<file path="src/rtl/watchdog_bank.sv">
// Per-channel gate watchdog for the IAGC: arms channels while the status is active,
// raises sticky faults on missed kicks and keeps a saturating count of expiries.
module watchdog_bank #(
  parameter int unsigned                  CHANNELS           = 4,
  parameter int unsigned                  IAGC_STATUS_SIZE   = 4,
  parameter logic [IAGC_STATUS_SIZE-1:0]  IAGC_STATUS_ACTIVE = 4'b0010,
  parameter int unsigned                  TICKS              = 10,
  parameter int unsigned                  RECOVER            = 1,
  parameter int unsigned                  FAULT_COUNT_WIDTH  = 8
) (
  input  logic                          i_clock,
  input  logic                          i_reset,
  input  logic [IAGC_STATUS_SIZE-1:0]   i_iagcStatus,
  input  logic [CHANNELS-1:0]           i_enable,
  input  logic [CHANNELS-1:0]           i_gate,
  input  logic [CHANNELS-1:0]           i_clearFault,
  output logic [CHANNELS-1:0]           o_valid,
  output logic [CHANNELS-1:0]           o_fault,
  output logic                          o_anyFault,
  output logic [FAULT_COUNT_WIDTH-1:0]  o_faultCount
);

  localparam int unsigned CNT_W = $clog2(TICKS + 1);
  localparam int unsigned CW    = $clog2(CHANNELS + 1);
  localparam int unsigned SW    = FAULT_COUNT_WIDTH + CW;

  localparam logic [1:0] ST_DISARMED = 2'd0;
  localparam logic [1:0] ST_ARMED    = 2'd1;
  localparam logic [1:0] ST_EXPIRED  = 2'd2;

  localparam logic [CNT_W-1:0] CNT_LOAD = CNT_W'(TICKS);
  localparam logic [CNT_W-1:0] CNT_ONE  = CNT_W'(1);

  logic [CHANNELS-1:0][1:0]       state_q, state_d;
  logic [CHANNELS-1:0][CNT_W-1:0] cnt_q, cnt_d;
  logic [CHANNELS-1:0]            valid_q, valid_d;
  logic [CHANNELS-1:0]            fault_q, fault_d;
  logic                           any_fault_q, any_fault_d;
  logic [FAULT_COUNT_WIDTH-1:0]   fault_count_q, fault_count_d;

  logic                           status_active_c;
  logic [CHANNELS-1:0]            expire_c;
  logic [CW-1:0]                  n_expire_c;
  logic [SW-1:0]                  count_sum_c;

  // Per-channel next state: disarm has top priority, then arm / reload / expire.
  always_comb begin
    state_d         = state_q;
    cnt_d           = cnt_q;
    expire_c        = '0;
    status_active_c = (i_iagcStatus == IAGC_STATUS_ACTIVE);
    for (int c = 0; c < int'(CHANNELS); c++) begin
      if (!(status_active_c && i_enable[c])) begin
        state_d[c] = ST_DISARMED;
        cnt_d[c]   = '0;
      end else begin
        case (state_q[c])
          ST_DISARMED: begin
            state_d[c] = ST_ARMED;
            cnt_d[c]   = CNT_LOAD;
          end
          ST_ARMED: begin
            if (i_gate[c]) begin
              cnt_d[c] = CNT_LOAD;
            end else if (cnt_q[c] <= CNT_ONE) begin
              state_d[c]  = ST_EXPIRED;
              cnt_d[c]    = '0;
              expire_c[c] = 1'b1;
            end else begin
              cnt_d[c] = cnt_q[c] - CNT_ONE;
            end
          end
          ST_EXPIRED: begin
            if (i_gate[c] && (RECOVER != 0)) begin
              state_d[c] = ST_ARMED;
              cnt_d[c]   = CNT_LOAD;
            end
          end
          default: begin
            state_d[c] = ST_DISARMED;
            cnt_d[c]   = '0;
          end
        endcase
      end
    end
  end

  // Output next values; a fault set on the same edge as its clear wins.
  always_comb begin
    valid_d    = '0;
    n_expire_c = '0;
    for (int c = 0; c < int'(CHANNELS); c++) begin
      valid_d[c] = (state_d[c] == ST_ARMED);
      n_expire_c = n_expire_c + CW'(expire_c[c]);
    end
    fault_d     = expire_c | (fault_q & ~i_clearFault);
    any_fault_d = |fault_d;
    count_sum_c = SW'(fault_count_q) + SW'(n_expire_c);
    if (|count_sum_c[SW-1:FAULT_COUNT_WIDTH]) begin
      fault_count_d = '1;
    end else begin
      fault_count_d = count_sum_c[FAULT_COUNT_WIDTH-1:0];
    end
  end

  always_ff @(posedge i_clock) begin
    if (i_reset) begin
      state_q       <= '0;
      cnt_q         <= '0;
      valid_q       <= '0;
      fault_q       <= '0;
      any_fault_q   <= 1'b0;
      fault_count_q <= '0;
    end else begin
      state_q       <= state_d;
      cnt_q         <= cnt_d;
      valid_q       <= valid_d;
      fault_q       <= fault_d;
      any_fault_q   <= any_fault_d;
      fault_count_q <= fault_count_d;
    end
  end

  assign o_valid      = valid_q;
  assign o_fault      = fault_q;
  assign o_anyFault   = any_fault_q;
  assign o_faultCount = fault_count_q;

endmodule

</file>
<file path="config.mk">
export PLATFORM = sky130hd
export DESIGN_NAME = watchdog_bank
export DESIGN_NICKNAME = d
export VERILOG_FILES = /design/src/rtl/watchdog_bank.sv
export SDC_FILE = /design/constraint.sdc
export NUM_CORES = 1
export LEC_CHECK = 0
export ABC_AREA = 1
export CAP_MARGIN = 20
export CORE_MARGIN = 2
export CORE_UTILIZATION = 33
export DETAILED_ROUTE_END_ITERATION = 10
export GPL_ROUTABILITY_DRIVEN = 0
export PLACE_DENSITY = 0.6
export SETUP_SLACK_MARGIN = 0.15
export SLEW_MARGIN = 20
export SYNTH_ARGS = -nofsm -noshare
export SYNTH_HDL_FRONTEND = slang
export SYNTH_SLANG_ARGS = --single-unit
export TNS_END_PERCENT = 100
</file>
<file path="constraint.sdc">
create_clock -name i_clock -period 3.4 [get_ports i_clock]
set_input_delay 0.34 -clock i_clock [delete_from_list [all_inputs] [get_ports i_clock]]
set_output_delay 0.34 -clock i_clock [all_outputs]
set_load 0.05 [all_outputs]
</file>
# Word level (Yosys, flattened, before mapping)
# Cells that the tools add are included.
totals:
  regBits: 41
  out_inout_bits: 17
classes:
  addsub: 8
  n_mux: 53
  n_lt_le_gt_ge: 4
  n_eq_ne: 17
  n_reduce_logical: 14
  n_bitwise: 7
op_table:
  columns: ["operator", "count"]
  rows:
  - ["2-to-1 mux 4 bit", 12]
  - ["case mux 4 bit (3 select lines)", 4]
  - ["2-to-1 mux 2 bit", 16]
  - ["case mux 2 bit (3 select lines)", 4]
  - ["== test 2 x 1 -> 1 bit, second input constant", 8]
  - ["less-or-equal comparator 4 x 1 -> 1 bit, second input constant", 4]
  - ["2-to-1 mux 1 bit", 16]
  - ["subtractor 4 x 1 -> 4 bit, second input constant", 4]
  - ["adder 8 x 3 -> 9 bit", 1]
  - ["== test 2 bit, second input constant", 4]
  - ["zero test 2 bit", 4]
  - ["2-to-1 mux 8 bit", 1]
  - ["!= test 2 bit, second input constant", 4]
  - ["OR reduction 2 bit", 4]
  - ["AND 4 bit", 1]
  - ["== test 4 x 2 -> 1 bit, second input constant", 1]
  - ["logical AND 1 bit", 4]
  - ["inverter 1 bit", 4]
  - ["inverter 4 bit", 1]
  - ["bitwise OR 4 bit", 1]
  - ["OR reduction 4 bit", 1]
  - ["adder 2 x 1 -> 3 bit", 1]
  - ["adder 3 x 1 -> 3 bit", 1]
  - ["OR reduction 3 bit", 1]
  - ["adder 1 x 1 -> 2 bit", 1]

# Depth between registers and ports, before layout
logic_depth:
  depth_word: 11
  ltp_mapped: 16

# Worst setup path after synthesis
# No wires, ideal clock.
synth_path:
  kind: "register to register"
  start: "register cnt_q[1] in the netlist's numbering"
  end: "register fault_count_q[5], in the netlist o_faultCount[5]"
  slack_ns: 0.674
  path_stages_with_launch: 16
  period_less_slack_ns: 2.726
  t_arrival_ns: 2.652
  n_path_buf: 0
  path_cell_list: "dfxtp_1 -> inv_1 -> ha_1 -> inv_1 -> nand2_1 -> nand2_1 -> nor2_1 -> nand2_2 -> fa_1 -> fa_1 -> inv_1 -> fa_1 -> nand4_1 -> nor2_2 -> nand3_2 -> a31oi_1"
synth_between:
  elab_chain_cells: 11
synth_lines:
  columns: ["element", "line", "text"]
  rows:
  - ["start: declaration", "35", "logic [CHANNELS-1:0][CNT_W-1:0] cnt_q, cnt_d;"]
  - ["start signal: assignment", "116", "cnt_q <= cnt_d;"]
  - ["less-or-equal comparator 4 x 1 -> 1 bit *", "65", "end else if (cnt_q[c] <= CNT_ONE) begin"]
  - ["2-to-1 mux 1 bit *", "65", null]
  - ["2-to-1 mux 1 bit *", "63", "if (i_gate[c]) begin"]
  - ["2-to-1 mux 1 bit *", "57", "case (state_q[c])"]
  - ["2-to-1 mux 1 bit *", "53", "if (!(status_active_c && i_enable[c])) begin"]
  - ["adder 1 x 1 -> 2 bit *", "94", "n_expire_c = n_expire_c + CW'(expire_c[c]);"]
  - ["adder 2 x 1 -> 3 bit *", "94", null]
  - ["adder 3 x 1 -> 3 bit *", "94", null]
  - ["adder 8 x 3 -> 9 bit *", "98", "count_sum_c = SW'(fault_count_q) + SW'(n_expire_c);"]
  - ["OR reduction 3 bit", "99", "if (|count_sum_c[SW-1:FAULT_COUNT_WIDTH]) begin"]
  - ["2-to-1 mux 8 bit *", "99", null]
  - ["end signal: assignment", "120", "fault_count_q <= fault_count_d;"]
  - ["end: declaration", "39", "logic [FAULT_COUNT_WIDTH-1:0] fault_count_q, fault_count_d;"]
# Mark *: on every way between the ends. The rest lies on a longest branch, timed or not.
# A chain may end at the register's enable or synchronous reset.

# Worst setup path in the final report
layout_path:
  start: "input i_iagcStatus[1]"
  end: "register fault_count_q[5], in the netlist o_faultCount[5]"
layout_between:
  elab_chain_cells: 9
  word_cells_on_any_way: 15
layout_lines:
  columns: ["element", "line", "text"]
  rows:
  - ["start: declaration", "13", "input logic [IAGC_STATUS_SIZE-1:0] i_iagcStatus,"]
  - ["== test 4 x 2 -> 1 bit *", "51", "status_active_c = (i_iagcStatus == IAGC_STATUS_ACTIVE);"]
  - ["logical AND 1 bit", "53", null]
  - ["2-to-1 mux 1 bit", "53", null]
  - ["adder 1 x 1 -> 2 bit", "94", null]
  - ["adder 2 x 1 -> 3 bit", "94", null]
  - ["adder 3 x 1 -> 3 bit *", "94", null]
  - ["adder 8 x 3 -> 9 bit *", "98", null]
  - ["OR reduction 3 bit", "99", null]
  - ["2-to-1 mux 8 bit *", "99", null]
# Marked as above.

==> metrics.md <==
| Metric | Value |
|---|---|
| Status | `finished, final reports clean` |
| Hold Fails Final Rpt | `0` |
| CP peak stage delay | `0.49 ns` |
| Std cell rows | `29` |
| DIE AREA | `7144 um2` |
| Grt ovf | `0` |
| R2R Setup Slk | `0.41 ns` |
| GRT Total Usage | `0.1353` |
| Syn nets | `325` |
| Synth Register Bits | `41` |
| Inserted Diodes | `0` |
| GR Util met3 | `0.03540` |
| CTS Buffer Depth | `2` |
| FF-to-FF path depth | `15` |
| Crit. End Element | `flop` |
| Fin Setup TNS | `0 ns` |
| Sequential Area | `820.8 um2` |
| Design area | `2684 um2` |
| Vias post-DR | `1,924` |
| Hold buffers post-CTS | `0` |
| CP Launch Type | `input port` |
| Buffers & Inverters on Critical Path | `3` |
| Largest net degree at the start of global routing | `18` |
| H-tree lvl count | `2` |
| Core area | `6314 um2` |
| Clk_lat worst skew | `0.29 ns` |
| Max_cap viols | `0` |
| Average size of a mapped cell | `7.253 um2` |
| Critical path peak fanout | `4` |
| Met1 Usage GRT | `0.1672` |
| Drt total wl | `4558 um` |
| CP top delay family | `adder cells` |
| Worst VDD drop | `150.6 uV` |
| CTS resizes | `0` |
| CTS Buf Count | `5` |
| P_leak | `1.167 nW` |
| Top Usage Layer GRT | `met2` |
| Clk slew on worst S/H paths | `0.07 ns` |
| CTS tree | `built` |
| Layout cells sized above 1 | `0.08060` |
| # IOs | `35` |
| CP arrival | `3.20 ns` |
| CP max stage cell | `fa_1` |
| Slew margin rel. | `0.5376` |
| DR iter-0 viols | `51` |
| Die Span Y | `84.52 um` |
| Gate Count Post-Synth | `295` |
| Detailed Place HPWL | `3562 um` |
| Worst r2r src | `cnt_q[1]$_SDFFE_PP0P_` |
| Sequential share of the synthesized area | `0.3836` |
| Worst Skew | `0.008807 ns` |
| Final Max Slew Viols | `0` |
| Residual DRC count | `0` |
| Worst hold start | `cnt_q[5]$_SDFFE_PP0P_` |
| Unrepaired setup endpoints after global routing | `no` |
| Cell variety after synth | `32` |
| ANT nets after route | `0` |
| First-pass GRT wire length | `7866 um` |
| YS warnings | `0` |
| PortBufs | `34` |
| Crit path top cell by count | `fa_1` |
| Final setup vio count | `0` |
| Initial core utilization | `0.3389` |
| Worst Max-Slew Pin Slew | `0.6915 ns` |
| Crit-path cells | `clkdlybuf4s50_1 -> inv_1 -> nor2_2 -> nand2_4 -> nor2_4 -> nand2_2 -> fa_1 -> fa_1 -> inv_1 -> fa_1 -> nand4_1 -> nor2_2 -> nand3_2 -> a31oi_1` |
| Wirelength per Cell | `11.06 um` |
| Hold Path Stages | `2` |
| Reg2reg end | `o_faultCount[5]$_SDFF_PP0_` |
| Met2 Use GR | `0.2298` |
| Area of the multi-input gates | `1085 um2` |
| Placed instance area | `2567 um2` |
| Vias in the first global route | `1,879` |
| Final period util | `0.8805` |
| Net count, final | `364` |
| Layout area overhead | `25.44%` |
| Initial DRT Pass Iterations | `4` |
| Post-CTS Setup Bufs | `0` |
| Drt via density | `4.670` |
| Critical path type | `in -> reg` |
| Cell Pwr Density | `349.0 nW/um2` |
| End of the worst hold path | `cnt_q[5]$_SDFFE_PP0P_` |
| Die W | `84.52 um` |
| CTS Sinks | `41` |
| HP Class | `reg -> reg` |
| CP required | `3.61 ns` |
| Fmax | `334.0 MHz` |
| Fill cell count | `670` |
| Min Tclk post-route | `2.994 ns` |
| Post-synthesis cell area | `2140 um2` |
| Initial antenna violation count | `0` |
| Root cell of the clock tree | `clkbuf_8` |
## metal layers
metal / wire, um / up-vias
li1: - / 1013
met1: 2204 / 867
met2: 2059 / 38
met3: 227 / 6
met4: 67 / 0
met5: 0 / -
## sequential cells by signal, summed over array words and instances (netlist names)
| name | flops |
|---|---|
| o_fault | 4 |
| o_anyFault | 1 |
| o_faultCount | 8 |
| o_valid | 4 |
| cnt_q | 16 |
| state_q | 8 |
## synthesized netlist by cell type
cell,instances,area share
fa_1,3,0.028
nand4_1,2,0.0058
dfxtp_1,41,0.38
buf_2,1,0.0023
o21ai_2,1,0.0041
a31oi_1,3,0.0088
nand3_2,1,0.0047
xnor2_1,1,0.0041
nor2_4,3,0.016
clkinv_1,2,0.0035
o21ai_1,6,0.014
inv_2,2,0.0035
o211ai_1,5,0.018
nand2_4,2,0.011
nand2_1,50,0.088
o21ai_0,14,0.033
nand3_1,13,0.030
xor2_1,3,0.012
nor3_1,1,0.0023
a21oi_2,1,0.0041
o22ai_1,2,0.0058
nand2_2,5,0.015
inv_1,56,0.098
nor2_1,29,0.051
a211oi_1,2,0.0070
o2111ai_1,1,0.0041
buf_1,1,0.0018
nor2_2,5,0.015
and3_1,1,0.0029
ha_1,9,0.053
o31ai_1,3,0.011
a21oi_1,26,0.061
## power breakdown
part	leakage, nW	switching, W	internal [W]
logic	0.778	0.0000259	0.0000245
clock network	0.0585	0.000164	0.000239
registers	0.330	0.00000117	0.000482
total	1.17	0.000191	0.000746
## worst max path at each step
stage                          start                    endpoint  slack, ns  cells past startpoint
4_1_cts              i_iagcStatus[1]  o_faultCount[5]$_SDFF_PP0_       0.41                     14
3_5_place_dp         i_iagcStatus[1]  o_faultCount[5]$_SDFF_PP0_       0.08                     14
6_report             i_iagcStatus[1]  o_faultCount[5]$_SDFF_PP0_       0.41                     14
3_3_place_gp         i_iagcStatus[1]  o_faultCount[5]$_SDFF_PP0_       0.18                     14
5_1_grt        cnt_q[1]$_SDFFE_PP0P_  o_faultCount[5]$_SDFF_PP0_       0.17                     15
2_1_floorplan  cnt_q[1]$_SDFFE_PP0P_  o_faultCount[5]$_SDFF_PP0_       0.67                     15
## stage by stage
step           hold WS, ns  std cells  worst slack (ns)    util  power (W)
3_3_place_gp        0.4715        404            0.1762  0.4067  0.0005447
5_1_grt             0.5330        412            0.1672  0.4251  0.0009742
6_report            0.4923        412            0.4064  0.4251  0.0009367
2_1_floorplan       0.4544        295            0.6735       -  0.0005183
3_5_place_dp        0.4800        404           0.07742  0.4067  0.0005450
4_1_cts             0.4944        412            0.4116  0.4251  0.0009472
## final cells by class
type	instances	share of cell area
Inverter	60	0.08392
Clock inverter	1	0.01119
Clock buffer	7	0.03217
Timing Repair Buffer	34	0.1268
Sequential cell	41	0.3058
Tap cell	77	0.03590
Multi-Input combinational cell	192	0.4042
## worst register-to-register path, delay by kind of cell, from the launching register on
| family | cells | cell delay (ns) |
|---|---|---|
| and+or+nand+nor | 7 | 0.83 |
| buffers and inverters | 3 | 0.25 |
| AOI/OAI and AO/OA | 1 | 0.16 |
| adders and majority gates | 4 | 1.37 |
| DFF | 1 | 0.30 |
## cell families after synthesis
group,Yosys count,synth area share
buf+inv,62,0.1094
flops,41,0.3836
compound gates,64,0.1696
fa+ha+maj,12,0.08070
simple gates,112,0.2403
xor+xnor,4,0.01638
## cells in the final DEF, fill, tap and decap left out, types with 3 or more instances in the layout
| master | synthesis | final |
|---|---|---|
| ha_1 | 9 | 9 |
| nor2_4 | 3 | 3 |
| nor2_1 | 29 | 29 |
| nand2_2 | 5 | 5 |
| o31ai_1 | 3 | 3 |
| nor2_2 | 5 | 5 |
| nand3_1 | 13 | 13 |
| fa_1 | 3 | 3 |
| clkbuf_8 | 0 | 6 |
| a31oi_1 | 3 | 3 |
| o211ai_1 | 5 | 5 |
| nand2_1 | 50 | 50 |
| inv_1 | 56 | 56 |
| xor2_1 | 3 | 3 |
| o21ai_0 | 14 | 14 |
| o21ai_1 | 6 | 6 |
| dfxtp_1 | 41 | 41 |
| clkdlybuf4s50_1 | 0 | 34 |
| a21oi_1 | 26 | 26 |
No activity file was read; power rests on OpenSTA's default activity.
